<file path="config.mk">
export PLATFORM = sky130hd
export DESIGN_NAME = if_fetch_queue
export DESIGN_NICKNAME = d
export VERILOG_FILES = /design/src/rtl/if_queue_pkg.sv /design/src/rtl/if_queue_ptr.sv /design/src/rtl/if_fetch_queue.sv
export SDC_FILE = /design/constraint.sdc
export NUM_CORES = 1
export LEC_CHECK = 0
export ABC_CLOCK_PERIOD_IN_PS = 5200
export CAP_MARGIN = 20
export CORE_MARGIN = 3
export CORE_UTILIZATION = 45
export CTS_BUF_LIST = sky130_fd_sc_hd__clkbuf_16
export DETAILED_ROUTE_END_ITERATION = 6
export PLACE_DENSITY = 0.67
export SYNTH_ARGS = -nofsm -noshare
export SYNTH_HDL_FRONTEND = slang
export SYNTH_SLANG_ARGS = --single-unit
</file>
<file path="constraint.sdc">
create_clock -name clk -period 5.2 [get_ports clk]
set_input_delay 1.3 -clock clk [delete_from_list [all_inputs] [get_ports clk]]
set_output_delay 1.3 -clock clk [all_outputs]
set_load 0.05 [all_outputs]
</file>
<file path="src/rtl/if_queue_pkg.sv">
// Shared types and helpers for the IF/ID fetch queue.
// Latency: n/a (declarations only).
// Backpressure: n/a.
package if_queue_pkg;

    // Default field width and the instruction driven while the queue is empty.
    localparam int          IFQ_DATA_W   = 32;
    localparam logic [31:0] IFQ_NOP_INST = 32'h0000_0000;

    // One queue entry at the default width: {pc, instruction}.
    typedef struct packed {
        logic [IFQ_DATA_W-1:0] pc;
        logic [IFQ_DATA_W-1:0] instruction;
    } if_entry_t;

    // Pointer width for a power-of-two depth.
    function automatic int ptr_width(input int depth);
        return $clog2(depth);
    endfunction

endpackage

</file>
<file path="src/rtl/if_queue_ptr.sv">
// Wrap-around pointer with increment enable and synchronous clear.
// Latency: new value visible one edge after i_inc / i_clr.
// Backpressure: none; the caller decides when to increment.
//
// Ports: clk, rst (async, active-high), i_clr (sync clear, wins over i_inc),
//        i_inc (advance by one, wraps modulo 2**W), o_ptr (current value).
module if_queue_ptr #(
    parameter int W = 2
) (
    input  logic         clk,
    input  logic         rst,
    input  logic         i_clr,
    input  logic         i_inc,
    output logic [W-1:0] o_ptr
);

    logic [W-1:0] r_ptr;

    always_ff @(posedge clk or posedge rst) begin
        if (rst) begin
            r_ptr <= '0;
        end else if (i_clr) begin
            r_ptr <= '0;
        end else if (i_inc) begin
            // Power-of-two depth, so the natural overflow is the wrap.
            r_ptr <= r_ptr + W'(1);
        end
    end

    assign o_ptr = r_ptr;

endmodule

</file>
<file path="src/rtl/if_fetch_queue.sv">
// DEPTH-entry FIFO of {pc, instruction} between fetch and decode.
// Latency: 1 edge from push to head on an empty queue (0 with IF_QUEUE_BYPASS_EN).
// Backpressure: full blocks pushes unless the head pops that cycle; freeze holds the head.
//
// Ports: clk, rst (async, active-high); flush, freeze, push, pc_in, instruction_in
//        from fetch/decode control; full, count, valid, pc, instruction to decode.
// Optional: define IF_QUEUE_BYPASS_EN to forward a push straight to the outputs
//           when the queue is empty.
module if_fetch_queue
    import if_queue_pkg::*;
#(
    parameter int                DATA_W   = IFQ_DATA_W,
    parameter int                DEPTH    = 4,
    parameter logic [DATA_W-1:0] NOP_INST = DATA_W'(IFQ_NOP_INST)
) (
    input  logic                       clk,
    input  logic                       rst,
    input  logic                       flush,
    input  logic                       freeze,
    input  logic                       push,
    input  logic [DATA_W-1:0]          pc_in,
    input  logic [DATA_W-1:0]          instruction_in,
    output logic                       full,
    output logic [$clog2(DEPTH):0]     count,
    output logic                       valid,
    output logic [DATA_W-1:0]          pc,
    output logic [DATA_W-1:0]          instruction
);

    localparam int PTR_W = ptr_width(DEPTH);
    localparam int CNT_W = PTR_W + 1;

    typedef struct packed {
        logic [DATA_W-1:0] pc;
        logic [DATA_W-1:0] instruction;
    } entry_t;

    entry_t             r_mem [DEPTH];
    logic [CNT_W-1:0]   r_count;

    logic [PTR_W-1:0]   w_wr_ptr;
    logic [PTR_W-1:0]   w_rd_ptr;
    logic               w_stored;   // at least one entry held in storage
    logic               w_full;
    logic               w_pop;
    logic               w_accept;
    logic               w_byp;      // input forwarded to the outputs this cycle
    logic               w_byp_take; // forwarded entry consumed, so never stored
    entry_t             w_head;

    assign w_stored = (r_count != '0);
    assign w_full   = (r_count == CNT_W'(DEPTH));
    assign w_head   = r_mem[w_rd_ptr];

    // Pop only consumes stored entries; a bypassed entry is handled separately.
    assign w_pop = w_stored & ~freeze & ~flush;

`ifdef IF_QUEUE_BYPASS_EN
    assign w_byp      = ~w_stored & push & ~flush;
    assign w_byp_take = w_byp & ~freeze;
`else
    assign w_byp      = 1'b0;
    assign w_byp_take = 1'b0;
`endif

    // A push into a full queue is only legal when the head leaves in the same cycle.
    assign w_accept = push & ~flush & (~w_full | w_pop) & ~w_byp_take;

    if_queue_ptr #(.W(PTR_W)) u_wr_ptr (
        .clk   (clk),
        .rst   (rst),
        .i_clr (flush),
        .i_inc (w_accept),
        .o_ptr (w_wr_ptr)
    );

    if_queue_ptr #(.W(PTR_W)) u_rd_ptr (
        .clk   (clk),
        .rst   (rst),
        .i_clr (flush),
        .i_inc (w_pop),
        .o_ptr (w_rd_ptr)
    );

    always_ff @(posedge clk or posedge rst) begin
        if (rst) begin
            r_count <= '0;
        end else if (flush) begin
            r_count <= '0;
        end else begin
            r_count <= r_count + CNT_W'(w_accept) - CNT_W'(w_pop);
        end
    end

    // Storage is deliberately left unreset; outputs mask it while empty.
    always_ff @(posedge clk) begin
        if (w_accept) begin
            r_mem[w_wr_ptr] <= '{pc: pc_in, instruction: instruction_in};
        end
    end

    always_comb begin
        pc          = '0;
        instruction = NOP_INST;
        if (w_stored) begin
            pc          = w_head.pc;
            instruction = w_head.instruction;
        end else if (w_byp) begin
            pc          = pc_in;
            instruction = instruction_in;
        end
    end

    assign valid = w_stored | w_byp;
    assign full  = w_full;
    assign count = r_count;

endmodule

</file>
==> run summary, run 1 <==
status: finished, final reports clean
Seq/Total Area, Yosys: 77.3%
setup tns final: 0 ns
Synth Flop Type: edfxtp_1
final instance area: 12600 um2
core area: 22000 um2
Critical Path RT: 3.90 ns
clock sink total: 263
count leader, synth: edfxtp_1
Slowest cell on crit path: dfrtp_4
CP Cell Sequence: buf_12, mux4_2, and2_1, clkdlybuf4s50_1
Setup crit start kind: flop
total grt overflow: 0
Final min period: 4.58 ns
Die X: 156 um
Worst R2R Path Depth: 3
Synth Register Bits: 263
initial DRC count: 266
maximum clock insertion buffer count: 3
Worst Tran Pin Value: 1.02 ns
clk_lat worst skew: 0.52 ns
Initial Utilization: 46.2%
CTS tree: done
initial antenna violation count: 1
reg2reg setup slack: 2.55 ns
CTS buffer count: 27
worst flop-to-flop path endpoint: r_mem[1][42]
Fmax: 218 MHz
Placed Area: 11800 um2
diode count: 0
CP startpoint: u_rd_ptr.o_ptr[0]
Async S/R FF share, synth: 2.66%
Worst VDD drop: 0.000440 V
Pwr Total: 0.00649 W
vias in the first global route: 5163
Hold Path Depth: 2
chip height: 156 um
NumNets Final: 675
layout filler cell count: 1617
area leader, netlist: edfxtp_1
Max stage delay on crit path: 0.95 ns
Final Hold Viols: 0
synth top area cells: edfxtp_1 (76%), mux4_2 (14%), and2_1 (4.2%)
top cells by count, synth: edfxtp_1 (256), and2_1 (68), mux4_2 (64)
final WL: 19000 um
Setup Skew: 0.00555 ns
Synth top area share: 75.5%
post-DR wirelength/cell: 21.1 um
Synth cell types: 27
# H-tree levels: 1
Layout area overhead: 24.2%
Crit Path Max Fanout: 39
Worst Hold Class: reg -> reg
Worst Hold Path EP: u_wr_ptr.o_ptr[1]
Finish-stage setup viols: 0
Pwr Density: 514 nW/um2
CP Class: reg -> out
Mean Syn Cell Area: 22.4 um2
Reg2Reg Launch Point: count[2]
post-CTS resize count: 0
Yosys Warn Count: 0
all-layer global routing usage: 15.5%
Final Cycle Share: 88.1%
Hold Startpoint: u_wr_ptr.o_ptr[1]
GP Congestion: 0.700
first-pass GRT wire length: 29200 um
placed cells: 851
Crit. End Element: output port
CTS Hold Bufs: 0
Rel. slew slack: 32.1%
DRC: 0
via count: 4782
Post-Syn Nets: 530
mapped cell area: 10200 um2
Crit path arrival time: 3.28 ns
cell count after synthesis: 455
RSZ-0062 raised after global routing: false
layout cells sized above 1: 19.0%
largest net degree at the start of global routing: 67
port bufs: 137
Ports: 138
leak pwr: 4.05 nW
clock-pin transition on the worst setup and hold timing paths: 0.06 ns
clock root buffer master: clkbuf_16
antenna violation net count after detailed routing: 0
Slew Limit Fails: 0
die area: 24500 um2
multi-input logic area: 2130 um2
drt via density: 5.31
post-route insts no fill: 900
count of max-cap constraint violations: 0
FF/Latch Area: 7870 um2
hpwl dp: 10600 um
Setup Buffers After CTS: 0
EDFF count, synth: 256
Row Count: 54
DRT Pass-1 Iters: 4
-- final cells by class --
type                            count  area share (%)
Sequential cell                   263            62.3
Multi-Input combinational cell    163            16.8
Inverter                            6           0.178
Timing Repair Buffer              139            11.2
Clock buffer                       27            5.35
Clock inverter                     22            1.44
Tap cell                          280            2.77
-- worst max-delay path, delay by kind of cell, from the launching register on --
| kind | cells | cell delay, ns |
|---|---|---|
| buffers and inverters | 2 | 1.05 |
| DFF | 1 | 0.95 |
| muxes | 1 | 0.54 |
| and+or+nand+nor | 1 | 0.20 |
-- cells by family (layout without fill, tap and decap cells) --
logic type / after synthesis / count (layout) / share of synthesized area, %
buf+inv: 29 / 194 / 1.93
mux: 67 / 67 / 14.5
fa+ha+maj: 6 / 6 / 0.812
flops: 263 / 263 / 77.3
simple gates: 83 / 83 / 5.04
xor+xnor: 2 / 2 / 0.172
compound gates: 5 / 5 / 0.295
-- metal layers --
layer  track usage [%]  share of wire [%]  vias to the layer above
li1                  -                  -                     2126
met1              20.9                 43                     2504
met2              26.6                 51                      118
met3              2.82                4.0                       32
met4              4.00                2.3                        2
met5                 0              0.047                        -
-- registers in the layout, indices dropped and copies added (netlist names) --
signal / count
u_wr_ptr.o_ptr: 2
u_rd_ptr.o_ptr: 2
r_mem: 256
count: 3
-- how the worst max path moves through the flow --
stage                                  to  slack [ns]  cells after the start
after detailed placement   instruction[2]        1.07                      4
after global routing       instruction[2]        0.38                      4
after global placement     instruction[2]        1.09                      4
after floorplan               r_mem[0][0]        1.41                      3
final                     instruction[25]        0.62                      4
after CTS                  instruction[2]        0.50                      4
-- through the flow --
step / hold slack [ns] / utilization (%) / setup WS, ns
6_report: 0.601 / 57.4 / 0.619
5_1_grt: 0.645 / 57.4 / 0.384
4_1_cts: 0.598 / 57.4 / 0.503
3_5_place_dp: 0.590 / 53.5 / 1.07
3_3_place_gp: 0.570 / 53.4 / 1.09
2_1_floorplan: 0.555 / - / 1.41
-- layout by cell type (no fill, tap or decap), types with 4 or more instances in the layout --
| master | instances |
|---|---|
| clkinv_2 | 10 |
| ha_1 | 5 |
| nor2_1 | 5 |
| clkdlybuf4s50_1 | 137 |
| inv_1 | 10 |
| edfxtp_1 | 256 |
| mux4_2 | 64 |
| and2_4 | 4 |
| clkbuf_16 | 27 |
| and2_1 | 64 |
| dfrtp_1 | 5 |
-- report_power, final --
part           internal, W  total [W]  switching (W)
logic             0.000799    0.00211        0.00131
clock network      0.00109    0.00184       0.000752
registers          0.00244    0.00254      0.0000994
(Power assumes the default switching activity.)
==> inputs of run 2 (changes only) <==
--- a/config.mk
+++ b/config.mk
@@ -8,10 +8,10 @@
 export ABC_CLOCK_PERIOD_IN_PS = 5200
 export CAP_MARGIN = 20
 export CORE_MARGIN = 3
-export CORE_UTILIZATION = 45
+export CORE_UTILIZATION = 54
 export CTS_BUF_LIST = sky130_fd_sc_hd__clkbuf_16
 export DETAILED_ROUTE_END_ITERATION = 6
-export PLACE_DENSITY = 0.67
+export PLACE_DENSITY = 0.79
 export SYNTH_ARGS = -nofsm -noshare
 export SYNTH_HDL_FRONTEND = slang
 export SYNTH_SLANG_ARGS = --single-unit
==> run 2 against run 1 <==
Effect of this change: largest power group unchanged; wire length down 2.2%; utilization increased by 11 points; fmax down 0.85%; via count fell by 0.71%.
==> run summary, run 2 (synthesized netlist as in run 1, its figures left out) <==
FF/Latch Area: 7870 um2 (unchanged)
layout cells sized above 1: 17.6% (-1.4 points)
Rel. slew slack: 33.4% (+1.3 points)
initial DRC count: 249 (-6.4%)
DRT Pass-1 Iters: 5 (+1)
Row Count: 49 (-9.3%)
vias in the first global route: 5184 (+0.41%)
RSZ-0062 raised after global routing: false
clock root buffer master: clkbuf_16
Worst R2R Path Depth: 9 (+6)
post-CTS resize count: 0 (unchanged)
Pwr Density: 511 nW/um2 (-0.53%)
Critical Path RT: 3.90 ns (about the same)
Largest Register: r_mem
clock-pin transition on the worst setup and hold timing paths: 0.06 ns (about the same)
Final Hold Viols: 0 (unchanged)
Die X: 143 um (-8.4%)
Crit. End Element: output port
CTS tree: done
Layout area overhead: 23.2%
Final min period: 4.62 ns (+0.0395 ns)
post-route insts no fill: 848 (-5.8%)
final WL: 18500 um (-2.2%)
Finish-stage setup viols: 0 (unchanged)
Worst Setup EP: instruction[24]
clock sink total: 263 (unchanged)
reg2reg setup slack: 2.59 ns (+0.04 ns)
Worst Tran Pin Value: 0.998 ns (-0.0208 ns)
commonest cells after routing, fill and taps aside: edfxtp_1 (256), clkdlybuf4s50_1 (137), mux4_2 (64), and2_1 (64), clkbuf_16 (27)
leak pwr: 4.03 nW (-0.44%)
Hold Path Depth: 2 (unchanged)
hpwl dp: 10700 um (+0.61%)
all-layer global routing usage: 18.6% (+3.0 points)
core area: 18200 um2 (-17%)
NumNets Final: 673 (-0.30%)
initial antenna violation count: 1 (unchanged)
status: finished, final reports clean
Worst VDD drop: 0.000511 V (+16%)
die area: 20500 um2 (-16%)
Setup Buffers After CTS: 0 (unchanged)
layout filler cell count: 1115 (-31%)
Largest register FFs: 256 (unchanged)
Crit path arrival time: 3.32 ns (+0.04 ns)
CTS Hold Bufs: 0 (unchanged)
maximum clock insertion buffer count: 3 (unchanged)
Initial Utilization: 55.9% (+9.7 points)
Setup crit start kind: flop
Setup Skew: 0.00633 ns (+0.000781 ns)
total grt overflow: 0 (unchanged)
Hold Startpoint: u_wr_ptr.o_ptr[1]
first-pass GRT wire length: 29200 um (about the same)
Crit Path Max Fanout: 46 (+18%)
multi-input logic area: 2130 um2 (unchanged)
clk_lat worst skew: 0.51 ns (about the same)
most common cell after layout, fill and taps aside: edfxtp_1
Fmax: 216 MHz (-0.85%)
Worst Hold Class: reg -> reg
chip height: 143 um (-8.4%)
via count: 4748 (-0.71%)
antenna violation net count after detailed routing: 0 (unchanged)
Final Cycle Share: 88.9% (+0.76 points)
count of max-cap constraint violations: 0 (unchanged)
largest net degree at the start of global routing: 67 (unchanged)
Ports: 138 (unchanged)
# H-tree levels: 1 (unchanged)
Reg2Reg Launch Point: count[1]
CP startpoint: u_rd_ptr.o_ptr[0]
CTS buffer count: 26 (-3.7%)
CP Class: reg -> out
drt via density: 5.60 (+5.4%)
setup tns final: 0 ns (unchanged)
placed cells: 799 (-6.1%)
DRC: 0 (unchanged)
worst flop-to-flop path endpoint: count[2]
post-DR wirelength/cell: 21.9 um (+3.8%)
port bufs: 137 (unchanged)
GP Congestion: 0.710 (+1.5%)
Slew Limit Fails: 0 (unchanged)
## run 2: cell count changes in the layout (fill, tap and decap cells not counted)
cell	delta
buf_12	-1
clkinvlp_4	-1
clkinv_1	+5
inv_1	+2
diode_2	+1
clkinv_2	-7
## run 2: worst max-delay path, stage by stage, from the launching register on
cell and delay (ns):
dfrtp_4 1.03, buf_12 0.31, mux4_2 0.52, and2_1 0.19, clkdlybuf4s50_1 0.72
## run 2: area by class of cell
cell class,instances,share of cell area [%]
flip-flops and latches,263,62.8
multi-input cells,163,17.0
repair buffers,138,11.1
clock buffers,27,5.39
well taps,229,2.28
clock inverters,21,1.32
inverters,6,0.180
diodes,1,0.0200
## run 2: worst min-delay path by stage
stage,to
after detailed placement,u_wr_ptr.o_ptr[1]
final,u_wr_ptr.o_ptr[1]
after CTS,u_wr_ptr.o_ptr[1]
after global routing,u_wr_ptr.o_ptr[1]
after global placement,u_wr_ptr.o_ptr[1]
after floorplan,u_wr_ptr.o_ptr[1]
## run 2: per-layer routing
metal  routed length (um)  GRT usage (%)  vias up  share of wire [%]
met5                    0              0        -                  0
met4                  549           6.24        0                3.0
met3                  780           2.61       40                4.2
met2                 9700           31.5      134                 52
met1                 7500           25.4     2449                 40
li1                     -              -     2125                  -
## run 2: per-stage QoR
step                      instance area [um2]  hold WS (ns)  power [W]  utilization (%)  setup WS [ns]
after floorplan                         10200         0.555    0.00402                -           1.41
after global placement                  11700         0.568    0.00465             64.2           1.05
after detailed placement                11700         0.587    0.00468             64.2           1.05
after CTS                               12500         0.600    0.00648             68.9          0.492
after global routing                    12500         0.623    0.00664             68.9          0.373
final                                   12500         0.597    0.00641             68.9          0.579
## run 2: power by group
group	internal [W]	switching (W)	total (W)
sequential	0.00244	0.000108	0.00254
combinational	0.000779	0.00128	0.00206
clock	0.00108	0.000720	0.00180
